==> src/rtl/cordic_pkg.sv <==
// Shared types, constants and the arctangent table for the rectangular-to-polar CORDIC.
// Angles are binary angle units, where a full turn equals 2^32 in the table.
package cordic_pkg;

    typedef enum logic [2:0] {
        IDLE,
        PRE,
        ITER,
        SCALE,
        DONE
    } state_e;

    localparam int KINV_Q16 = 39797;
    localparam int ITER_W   = 5;
    localparam int GUARD_W  = 2;

    localparam logic [31:0] ATAN_BAM32 [0:31] = '{
        32'd536870912, 32'd316933406, 32'd167458907, 32'd85004756,
        32'd42667331,  32'd21354465,  32'd10680862,  32'd5340245,
        32'd2670163,   32'd1335087,   32'd667544,    32'd333772,
        32'd166886,    32'd83443,     32'd41722,     32'd20861,
        32'd10430,     32'd5215,      32'd2608,      32'd1304,
        32'd652,       32'd326,       32'd163,       32'd81,
        32'd41,        32'd20,        32'd10,        32'd5,
        32'd3,         32'd1,         32'd1,         32'd0
    };

    // Table entry rescaled to ang_w bits, rounded to nearest.
    function automatic logic [31:0] atan_bam(input logic [ITER_W-1:0] i, input int ang_w);
        if (ang_w >= 32) begin
            return ATAN_BAM32[i];
        end
        return 32'(({1'b0, ATAN_BAM32[i]} + (33'd1 << (31 - ang_w))) >> (32 - ang_w));
    endfunction

endpackage

==> src/rtl/cordic_stage.sv <==
// One combinational vectoring micro-rotation; the top reuses it for every iteration.
module cordic_stage
    import cordic_pkg::*;
#(
    parameter int DW    = 26,
    parameter int ANG_W = 16
) (
    input  logic signed [DW-1:0]     x_in,
    input  logic signed [DW-1:0]     y_in,
    input  logic        [ANG_W-1:0]  z_in,
    input  logic        [ITER_W-1:0] iter,
    output logic signed [DW-1:0]     x_out,
    output logic signed [DW-1:0]     y_out,
    output logic        [ANG_W-1:0]  z_out
);

    logic signed [DW-1:0] x_sh;
    logic signed [DW-1:0] y_sh;
    logic [ANG_W-1:0]     ang;

    always_comb begin
        x_sh = x_in >>> iter;
        y_sh = y_in >>> iter;
        ang  = ANG_W'(atan_bam(iter, ANG_W));
        if (y_in >= 0) begin
            x_out = x_in + y_sh;
            y_out = y_in - x_sh;
            z_out = z_in + ang;
        end else begin
            x_out = x_in - y_sh;
            y_out = y_in + x_sh;
            z_out = z_in - ang;
        end
    end

endmodule

==> src/rtl/cordic_rect_to_polar.sv <==
// Iterative vectoring CORDIC: signed (x,y) to rounded magnitude and four-quadrant BAM angle.
//  state | meaning
//  IDLE  | waiting for a request, in_ready high
//  PRE   | quadrant fold, axis/zero angle override captured
//  ITER  | one micro-rotation per cycle, ITERS cycles
//  SCALE | gain compensation and saturation of magnitude
//  DONE  | result held until out_ready
module cordic_rect_to_polar
    import cordic_pkg::*;
#(
    parameter int WIDTH = 8,
    parameter int ANG_W = 16,
    parameter int ITERS = 12
) (
    input  logic                    clk,
    input  logic                    rst,
    input  logic                    in_valid,
    output logic                    in_ready,
    input  logic signed [WIDTH-1:0] x_in,
    input  logic signed [WIDTH-1:0] y_in,
    output logic                    out_valid,
    input  logic                    out_ready,
    output logic        [WIDTH:0]   r_out,
    output logic signed [ANG_W-1:0] theta_out,
    output logic                    busy
);

    // Fractional bits keep small-magnitude inputs accurate in angle.
    localparam int FRAC = ANG_W;
    localparam int DW   = WIDTH + GUARD_W + FRAC;
    localparam int RW   = WIDTH + 1;
    localparam int PW   = DW + 18;

    localparam logic [ANG_W-1:0]     ANG_90  = ANG_W'(1) << (ANG_W - 2);
    localparam logic [ANG_W-1:0]     ANG_180 = ANG_W'(1) << (ANG_W - 1);
    localparam logic signed [PW-1:0] KINV    = PW'(KINV_Q16);
    localparam logic signed [PW-1:0] HALF    = {{(PW-1){1'b0}}, 1'b1} << (15 + FRAC);
    localparam logic signed [PW-1:0] RMAX    = {{(PW-RW){1'b0}}, {RW{1'b1}}};

    state_e               state_q, state_d;
    logic [ITER_W-1:0]    cnt_q, cnt_d;
    logic signed [DW-1:0] x_q, x_d, y_q, y_d;
    logic [ANG_W-1:0]     z_q, z_d;
    logic                 ovr_q, ovr_d;
    logic [ANG_W-1:0]     ovr_ang_q, ovr_ang_d;
    logic [RW-1:0]        r_q, r_d;
    logic [ANG_W-1:0]     theta_q, theta_d;

    logic signed [DW-1:0] x_rot, y_rot;
    logic [ANG_W-1:0]     z_rot;
    logic signed [PW-1:0] x_ext, prod, rnd;
    logic                 last_iter;

    cordic_stage #(
        .DW    (DW),
        .ANG_W (ANG_W)
    ) u_stage (
        .x_in  (x_q),
        .y_in  (y_q),
        .z_in  (z_q),
        .iter  (cnt_q),
        .x_out (x_rot),
        .y_out (y_rot),
        .z_out (z_rot)
    );

    always_ff @(posedge clk or posedge rst) begin
        if (rst) begin
            state_q   <= IDLE;
            cnt_q     <= '0;
            x_q       <= '0;
            y_q       <= '0;
            z_q       <= '0;
            ovr_q     <= 1'b0;
            ovr_ang_q <= '0;
            r_q       <= '0;
            theta_q   <= '0;
        end else begin
            state_q   <= state_d;
            cnt_q     <= cnt_d;
            x_q       <= x_d;
            y_q       <= y_d;
            z_q       <= z_d;
            ovr_q     <= ovr_d;
            ovr_ang_q <= ovr_ang_d;
            r_q       <= r_d;
            theta_q   <= theta_d;
        end
    end

    assign last_iter = (cnt_q == ITER_W'(ITERS - 1));

    always_comb begin
        state_d = state_q;
        case (state_q)
            IDLE:    if (in_valid) state_d = PRE;
            PRE:     state_d = ITER;
            ITER:    if (last_iter) state_d = SCALE;
            SCALE:   state_d = DONE;
            DONE:    if (out_ready) state_d = IDLE;
            default: state_d = IDLE;
        endcase
    end

    always_comb begin
        cnt_d     = cnt_q;
        x_d       = x_q;
        y_d       = y_q;
        z_d       = z_q;
        ovr_d     = ovr_q;
        ovr_ang_d = ovr_ang_q;
        r_d       = r_q;
        theta_d   = theta_q;
        x_ext     = PW'(x_q);
        prod      = x_ext * KINV;
        rnd       = (prod + HALF) >>> (16 + FRAC);
        case (state_q)
            IDLE: begin
                if (in_valid) begin
                    x_d = {{GUARD_W{x_in[WIDTH-1]}}, x_in, {FRAC{1'b0}}};
                    y_d = {{GUARD_W{y_in[WIDTH-1]}}, y_in, {FRAC{1'b0}}};
                end
            end
            PRE: begin
                cnt_d     = '0;
                z_d       = '0;
                ovr_d     = 1'b0;
                ovr_ang_d = '0;
                if (x_q < 0) begin
                    if (y_q >= 0) begin
                        x_d = y_q;
                        y_d = -x_q;
                        z_d = ANG_90;
                    end else begin
                        x_d = -y_q;
                        y_d = x_q;
                        z_d = -ANG_90;
                    end
                end
                // Axis inputs (and zero) get an exact angle instead of the converged one.
                if (y_q == '0) begin
                    ovr_d     = 1'b1;
                    ovr_ang_d = (x_q < 0) ? ANG_180 : '0;
                end else if (x_q == '0) begin
                    ovr_d     = 1'b1;
                    ovr_ang_d = (y_q < 0) ? -ANG_90 : ANG_90;
                end
            end
            ITER: begin
                x_d   = x_rot;
                y_d   = y_rot;
                z_d   = z_rot;
                cnt_d = cnt_q + 1'b1;
            end
            SCALE: begin
                if (rnd < 0) begin
                    r_d = '0;
                end else if (rnd > RMAX) begin
                    r_d = '1;
                end else begin
                    r_d = rnd[RW-1:0];
                end
                theta_d = ovr_q ? ovr_ang_q : z_q;
            end
            default: ;
        endcase
    end

    always_comb begin
        in_ready  = (state_q == IDLE);
        busy      = (state_q != IDLE);
        out_valid = (state_q == DONE);
    end

    assign r_out     = r_q;
    assign theta_out = theta_q;

endmodule

==> config.mk <==
export PLATFORM = sky130hd
export DESIGN_NAME = cordic_rect_to_polar
export DESIGN_NICKNAME = d
export VERILOG_FILES = /design/src/rtl/cordic_pkg.sv /design/src/rtl/cordic_stage.sv /design/src/rtl/cordic_rect_to_polar.sv
export SDC_FILE = /design/constraint.sdc
export NUM_CORES = 1
export LEC_CHECK = 0
export ABC_AREA = 1
export CAP_MARGIN = 20
export CORE_ASPECT_RATIO = 0.7
export CORE_MARGIN = 5
export CORE_UTILIZATION = 60
export CTS_BUF_LIST = sky130_fd_sc_hd__clkbuf_4 sky130_fd_sc_hd__clkbuf_8
export DETAILED_ROUTE_END_ITERATION = 10
export PLACE_DENSITY = 0.82
export SLEW_MARGIN = 20
export SYNTH_ARGS = -nofsm -noshare
export SYNTH_HDL_FRONTEND = slang
export SYNTH_SLANG_ARGS = --single-unit
==> constraint.sdc <==
create_clock -name clk -period 14.4 [get_ports clk]
set_input_delay 2.88 -clock clk [delete_from_list [all_inputs] [get_ports clk]]
set_output_delay 2.88 -clock clk [all_outputs]
set_load 0.01 [all_outputs]
# Word level (Yosys, flattened, before mapping)

Memory sizes are Yosys's and may differ from the RTL's.
Index checks and enable logic that the tools add are counted.

Output and inout bits: 28
Memories: 1
Word-level logic and storage cells: 78
Bits in registers: 118
ROM bits: 1024

Bitwise operators: 1
Shifts and indexed selects: 2
Order comparisons: 6
Reduce and logical (&&, ||, !) cells: 8
Add/subtract/negate cells: 11
Equality and inequality tests: 9
Multiplexer cells: 30
Multipliers: 1

Memories:

| memory           | depth | bits a word | read ports | clocked after memory_dff | wr ports | RTL line         | text |
|---|---|---|---|---|---|---|---|
| (name not given) | 32    | 32          | 1          | 0                        | 0        | cordic_pkg.sv:33 | `return 32'(({1'b0, ATAN_BAM32[i]} + (33'd1 << (31 - ang_w))) >> (32 - ang_w));` |

Operators with widths:

| operator                                                                          | count |
|---|---|
| 26-bit two-way mux                                                                | 8 |
| 26-bit one-hot mux with 3 select lines                                            | 2 |
| 16-bit two-way mux                                                                | 8 |
| 32-bit two-way mux                                                                | 2 |
| 26-bit adder                                                                      | 2 |
| 26-bit zero test                                                                  | 2 |
| 26-bit by 1-bit < comparator with 1-bit output, second input constant             | 2 |
| 26-bit negation                                                                   | 2 |
| 26-bit by 5-bit >>> shifter with 26-bit output                                    | 2 |
| 26-bit subtractor                                                                 | 2 |
| 43-bit by 33-bit adder with 44-bit output, second input constant                  | 1 |
| 26-bit by 17-bit multiplier with 43-bit output, second input constant             | 1 |
| 32-bit by 16-bit adder with 32-bit output, second input constant                  | 1 |
| 16-bit one-hot mux with 2 select lines                                            | 1 |
| 26-bit by 1-bit >= comparator with 1-bit output, second input constant            | 1 |
| 9-bit two-way mux                                                                 | 2 |
| 16-bit adder                                                                      | 1 |
| 16-bit subtractor                                                                 | 1 |
| 3-bit one-hot mux with 5 select lines                                             | 1 |
| 12-bit by 10-bit greater-than comparator with 1-bit output, second input constant | 1 |
| 12-bit by 1-bit < comparator with 1-bit output, second input constant             | 1 |
| 5-bit one-hot mux with 2 select lines                                             | 1 |
| 3-bit two-way mux                                                                 | 3 |
| 3-bit by 2-bit equality test with 1-bit output, second input constant             | 2 |
| other kinds (13)                                                                  | 18 |

# Depth between registers and ports, before layout

Word-level depth: 8
Mapped depth: 35
Mapped depth without buffers: 33

# Hierarchy

A second synthesis with hierarchy kept.

Cells, all modules: 3511
Area total of the unflattened synthesis: 24217.0 sq um

Modules (own cells, without submodules):

| module               | cells each | area an instance (sq um) | times used |
|---|---|---|---|
| cordic_rect_to_polar | 1941       | 16011.6                  | 1 |
| cordic_stage         | 1570       | 8205.4                   | 1 |

# Worst setup path after synthesis

Ideal clock, no wire load.

Path type: register to register
Start: register x_q[25]
End: register r_q[7], in the netlist r_out[7]
Period minus slack after synthesis: 5927 ps
Setup slack: 8473 ps
Arrival time: 5809 ps
Path buffers: 1
Setup time: 117 ps
Stages on the path, launching flop included: 24
Cells stage by stage: dfrtp_1 inv_1 buf_2 ha_1 inv_1 fa_1 inv_1 fa_1 fa_1 fa_1 inv_1 fa_1 inv_1 ha_1 a21oi_1 inv_1 a31oi_1 o21ai_0 a221oi_1 nand2_1 o21ai_1 o21ai_0 nand2_1 nand2_1

Cells in the longest elaborated chain, start to end: 5
Elaborated cells on any way between the ends: 6
Those cells by class: 1 x add/sub; 1 x mul; 2 x order compare; 2 x mux

Ends and longest elaborated chain:

| element                                                    | RTL line                    | text |
|---|---|---|
| start, declared                                            | cordic_rect_to_polar.sv:42  | `logic signed [DW-1:0] x_q, x_d, y_q, y_d;` |
| start signal, assigned                                     | cordic_rect_to_polar.sv:71  | `x_q <= '0;` |
| start signal, assigned                                     | cordic_rect_to_polar.sv:81  | `x_q <= x_d;` |
| 26-bit by 17-bit multiplier with 43-bit output *           | cordic_rect_to_polar.sv:115 | `prod = x_ext * KINV;` |
| 43-bit by 33-bit adder with 44-bit output *                | cordic_rect_to_polar.sv:116 | `rnd = (prod + HALF) >>> (16 + FRAC);` |
| 12-bit by 10-bit greater-than comparator with 1-bit output | cordic_rect_to_polar.sv:158 | `end else if (rnd > RMAX) begin` |
| 9-bit two-way mux                                          | cordic_rect_to_polar.sv:158 |  |
| 9-bit two-way mux *                                        | cordic_rect_to_polar.sv:156 | `if (rnd < 0) begin` |
| end signal, assigned                                       | cordic_rect_to_polar.sv:86  | `r_q <= r_d;` |
| end, declared                                              | cordic_rect_to_polar.sv:46  | `logic [RW-1:0] r_q, r_d;` |

Every way passes the cells marked *; elsewhere a longest branch is shown, timed or not.
A chain may end at the register's enable or synchronous reset.

# Worst setup path after layout

Start: register x_q[16]
End: register r_q[7], in the netlist r_out[7]

Same word-level chain as after synthesis.

==> flow_summary.ini <==
[status]
status = finished, final reports clean

[layout]
area_growth_pct = 4.152
stdcell_area_um2 = 24230
n_antenna_cell = 0
drive_gt1_share_pct = 4.520
fin_nets = 3888
final_cell_mix = nand2_1 (692), inv_1 (583), nand3_1 (331), ha_1 (312), a21oi_1 (237)
final_common_cell = nand2_1

[timing]
max_slew_margin_pct = 36.43
slew_violations = 0
timing_hold_violations_final = 0
clock.fmax_mhz = 147.1
skew_ps = 30.51
fin_crit_sh_pct = 47.20
tns_ps = 0
rsz0062_at_grt = false
period_minus_slack_ps = 6797
tightest_slew_ps = 953.5
setup_viol = 0

[synth]
yosys_warnings = 0
ys_seq_elements = 104
ys_types = 61
synth_edf_count = 0
syn_inst = 3402
synthArstFlopShare_pct = 100.0
yosysSeqAreaShare_pct = 11.19
synth_flop_cell = dfrtp_1
syn_avg_cell_area_um2 = 6.838
synth_area_um2 = 23260
mappedNetlistNets = 3910

[grt]
antenna_found_initial = 1
grt_max_degree = 63
grt_pass1_vias = 21880
grt_first_pass_wirelength_um = 122900
track_usage_pct = 36.04
grt_overflow = 0

[worst_setup_path]
end_kind = register
crit_path_start_kind = register
critPathKind = register to register
slowest_stage = dfrtp_1
startpoint = x_q[16]
slowest_delay_ps = 770
rr_worst_depth = 22
critPathRequiredTime_ps = 14740
cp_max_fo = 11
reg2reg_from = x_q[16]
crit_top_cell = inv_1
cp.arrival_ps = 7130
crit_chain = inv_1, ha_1, inv_1, fa_1, fa_1, inv_1, fa_1, fa_1, inv_1, fa_1, inv_1, ha_1, a21oi_1, inv_1, a31oi_1, o21ai_0, a221oi_1, nand2_1, o21ai_1, o21ai_0, nand2_1, nand2_1

[cts]
cts.sinks = 104
numCtsBuffers = 9
cts-root-buf = clkbuf_8
h-tree-depth = 3
cts_resized = 0
cts_hold_buf = 0
tritoncts = built
post_cts_buffers = 0
clk_latency_ps = 440
clk_transition_reported_paths_ps = 120
clk_path_buf_depth = 2

[place]
numPortBuffers = 47
gp_congestion = 1.071
placed_cell_area_um2 = 24040
dp_hpwl_um = 62760

[floorplan]
ioPinCount = 48
fp.dieW_um = 245.4
die-area_um2 = 42870
num_rows = 60
coreArea_um2 = 38360
initial_core_util_pct = 60.64
fp.dieH_um = 174.7

[route]
drc = 0
wl_um = 78330
firstDrtPassIters = 9
detail_route.wl_per_cell_um = 20.02
vias = 23590
first_iter_violations = 3395
drt.antenna.violating_nets = 0
via_per_inst = 6.031

[worst_hold_path]
hold_path.startpoint = theta_out[11]
hold_depth = 2
worst_hold_path_type = register to register

[run]
cap_viol_max_count = 0
cells in the mapped netlist (3+ instances only):
cell type / count / area share, %
a21o_1: 13 / 0.42
a21oi_1: 237 / 5.1
a21oi_2: 4 / 0.15
a22oi_1: 17 / 0.55
a31oi_1: 48 / 1.3
a32oi_1: 3 / 0.11
and3_1: 3 / 0.081
buf_1: 12 / 0.19
buf_2: 31 / 0.67
buf_4: 8 / 0.26
buf_6: 9 / 0.44
clkbuf_1: 38 / 0.61
clkinv_1: 4 / 0.065
dfrtp_1: 104 / 11
fa_1: 176 / 15
ha_1: 312 / 17
inv_1: 584 / 9.4
inv_2: 18 / 0.29
inv_4: 3 / 0.081
nand2_1: 693 / 11
nand2_2: 27 / 0.73
nand3_1: 331 / 7.1
nand3_2: 16 / 0.69
nand4_1: 20 / 0.54
nor2_1: 224 / 3.6
nor2_2: 9 / 0.24
nor2_4: 7 / 0.34
nor3_1: 27 / 0.58
nor4_1: 8 / 0.22
o211ai_1: 10 / 0.32
o21a_1: 6 / 0.19
o21ai_0: 193 / 4.2
o21ai_1: 15 / 0.32
o21ai_2: 5 / 0.19
o21bai_1: 9 / 0.29
o22ai_1: 14 / 0.38
o31ai_1: 20 / 0.65
or2_2: 14 / 0.38
xnor2_1: 44 / 1.7
xor2_1: 58 / 2.2
area by class of cell:
class	instances	area [µm²]
sequential	104	2605
tap	527	659.4
clock buffer	10	131.4
clock inverter	6	58.81
multi-input combinational	2591	17870
fill	3582	14130
timing repair buffer	65	605.6
inverter	609	2296
worst max-delay path, delay by kind of cell (launching register included):
family	cells	cell delay [ps]
buffers and inverters	6	620
AO/OA/AOI/OAI	6	1680
flip-flops	1	770
AND/OR/NAND/NOR	3	260
adder cells (fa/ha/maj)	7	3380
cells by family after synthesis:
| kind of cell | share of synthesized area, % |
|---|---|
| AND/OR/NAND/NOR | 26.13 |
| buffers and inverters | 12.03 |
| flip-flops | 11.19 |
| XOR/XNOR | 3.840 |
| AO/OA/AOI/OAI | 14.84 |
| multiplexers | 0.04303 |
| adder cells (fa/ha/maj) | 31.93 |
final timing paths:
check,to,slack (ps)
max in group asynchronous,y_q[25],10200
max,r_out[7],7600
min reg2reg,theta_out[11],500
min,theta_out[11],500
max reg2reg,r_out[7],7600
min in group asynchronous,theta_out[1],2880
flip-flops by register name, summed over array words and instances, names as in the netlist, 2 cells and up:
| signal | count |
|---|---|
| cnt_q | 5 |
| theta_out | 16 |
| state_q | 3 |
| z_q | 16 |
| y_q | 26 |
| x_q | 26 |
| ovr_ang_q | 2 |
| r_out | 9 |
through the flow:
stage	utilization (%)	cells	hold slack (ps)	setup WS, ps
4_1_cts	63.16	3912	494.8	7755
5_1_grt	63.16	3912	506.5	7247
3_5_place_dp	62.66	3896	464.3	7788
2_1_floorplan	-	3402	452.9	8473
6_report	63.16	3912	504.7	7603
3_3_place_gp	62.66	3896	461.3	7877
per-layer routing:
layer  part of all wire (%)  GRT usage [%]
met1                     45          56.52
met4                    2.5          8.411
met5                  0.017              0
met3                     14          10.43
met2                     38          48.35
Power is left out: the tool's default activity adds up to more than one toggle a clock period on the data nets, which glitch-free logic cannot reach.
==> RTL edit (same settings) <==
Re-encode `state_e` (5 states) as one-hot, 5 bits wide.
--- a/src/rtl/cordic_pkg.sv
+++ b/src/rtl/cordic_pkg.sv
@@ -4,8 +4,8 @@
 
-    typedef enum logic [2:0] {
-        IDLE,
-        PRE,
-        ITER,
-        SCALE,
-        DONE
+    typedef enum logic [4:0] {
+        IDLE  = 5'b00001,
+        PRE   = 5'b00010,
+        ITER  = 5'b00100,
+        SCALE = 5'b01000,
+        DONE  = 5'b10000
     } state_e;
Check against the original RTL: same outputs for any inputs over 10 cycles, from zero or initial values and one cycle with rst high; not proved beyond that.
==> RTL edit against the original RTL <==
Worst setup slack improved by 0.022 ns; area after synthesis fell by 0.54%; die area fell by 0.52%; cell area fell by 0.42%; critical path depth rose by 3; highest routed layer unchanged; wire length rose by 2.5%; sequential cell count rose by 2; largest cell class unchanged.
Power is left out: the tool's default activity adds up to more than one toggle a clock period on the data nets, which glitch-free logic cannot reach.
==> RTL edit: results (changes against the original RTL) <==
Status
  • Outcome: complete, no violations

Routing
  • Iteration-0 DRC Markers: 3064 (-9.7%)
  • Routed WL: 80.3 mm (+2.5%)
  • Vias per cell: 6.12 (+1.5%)
  • Drt pass-1 iters: 8 (-1)
  • Metal2 WL: 30.8 mm (+2.2%)
  • Met3 routed WL: 11.6 mm (+6.1%)

Setup path
  • Crit path max fanout: 12 (+1)
  • Reg2Reg Depth: 25 (+14%)
  • Worst setup endpoint: r_out[3]

Yosys
  • Largest cells by area after synthesis: ha_1, fa_1, dfrtp_1, nand2_1, inv_1
  • Adder-cell share of the synthesized area: 32.1% (+0.14 points)
  • Synth Area in Compound Gates: 15.0% (+0.12 points)
  • Mapped Nets: 3906 (-0.10%)
  • Synth top cells by count: nand2_1, inv_1, nand3_1

Placement
  • GPL Wtd Cong: 0.998 (-6.9%)
  • Hpwl dp: 64.4 mm (+2.6%)

GRT
  • Initial antenna violation count: 3 (+2)
  • Grt met1 use: 56.8% (+0.28 points)
  • Largest net degree at the start of global routing: 83 (+32%)
  • Grt met3 use: 12.8% (+2.4 points)
  • Grt met2 use: 50.1% (+1.8 points)

STA
  • Rel. slew slack: 22.5% (-14 points)

Min path
  • Worst Hold Endpoint: theta_out[6]

Clock network
  • Reg clk slew, reported paths: 0.14 ns (+0.02 ns)

Layout
  • Fill cells: 3621 (+1.1%)
  • Layout cells sized above 1: 2.96% (-1.6 points)
[RTL edit: cell types whose count changed in the layout (fill, tap and decap cells not counted), moves of 5 or more]
cell and change:
a21oi_1 -25, inv_1 +18, inv_2 -9, nand2_1 -11, nand2_2 -20, nand3_1 +26
nand3_2 -13, nor2_4 -5, nor3_1 +8, o21ai_0 +20, o21ai_1 -5, or2_2 +7
[RTL edit: final cells by class]
type / count / share of cell area [%]
Inverter: 613 / 9.56
Sequential cell: 106 / 11.0
Multi-Input combinational cell: 2577 / 73.4
Clock buffer: 9 / 0.513
Clock inverter: 7 / 0.389
Timing Repair Buffer: 68 / 2.60
Tap cell: 496 / 2.57
[RTL edit: metrics by stage]
| step | setup slack, ns | std cells | hold WS [ns] | cell area (µm²) | util (%) |
|---|---|---|---|---|---|
| CTS | 7.75 | 3876 | 0.501 | 24100 | 63.0 |
| detailed placement | 7.81 | 3860 | 0.468 | 23900 | 62.5 |
| global route | 7.27 | 3876 | 0.529 | 24100 | 63.0 |
| global placement | 7.80 | 3860 | 0.461 | 23900 | 62.5 |
| floorplan | 8.52 | 3398 | 0.453 | 23100 | - |
| finish | 7.62 | 3876 | 0.504 | 24100 | 63.0 |
[RTL edit: critical path: stages, from the launching register on]
cell and delay [ns]:
dfrtp_1 0.86, inv_1 0.31, ha_1 0.46, xor2_1 0.18
ha_1 0.18, a21oi_1 0.23, fa_1 0.45, inv_1 0.09
fa_1 0.45, fa_1 0.54, inv_1 0.05, fa_1 0.53
inv_1 0.04, ha_1 0.33, a21oi_1 0.20, o21ai_0 0.11
nand2_1 0.07, o211a_1 0.15, nor2_1 0.05, nor3_1 0.25
nand3_1 0.28, nand2_1 0.17, xor2_1 0.23, nand2_1 0.18
o21ai_0 0.21, nand2_1 0.07
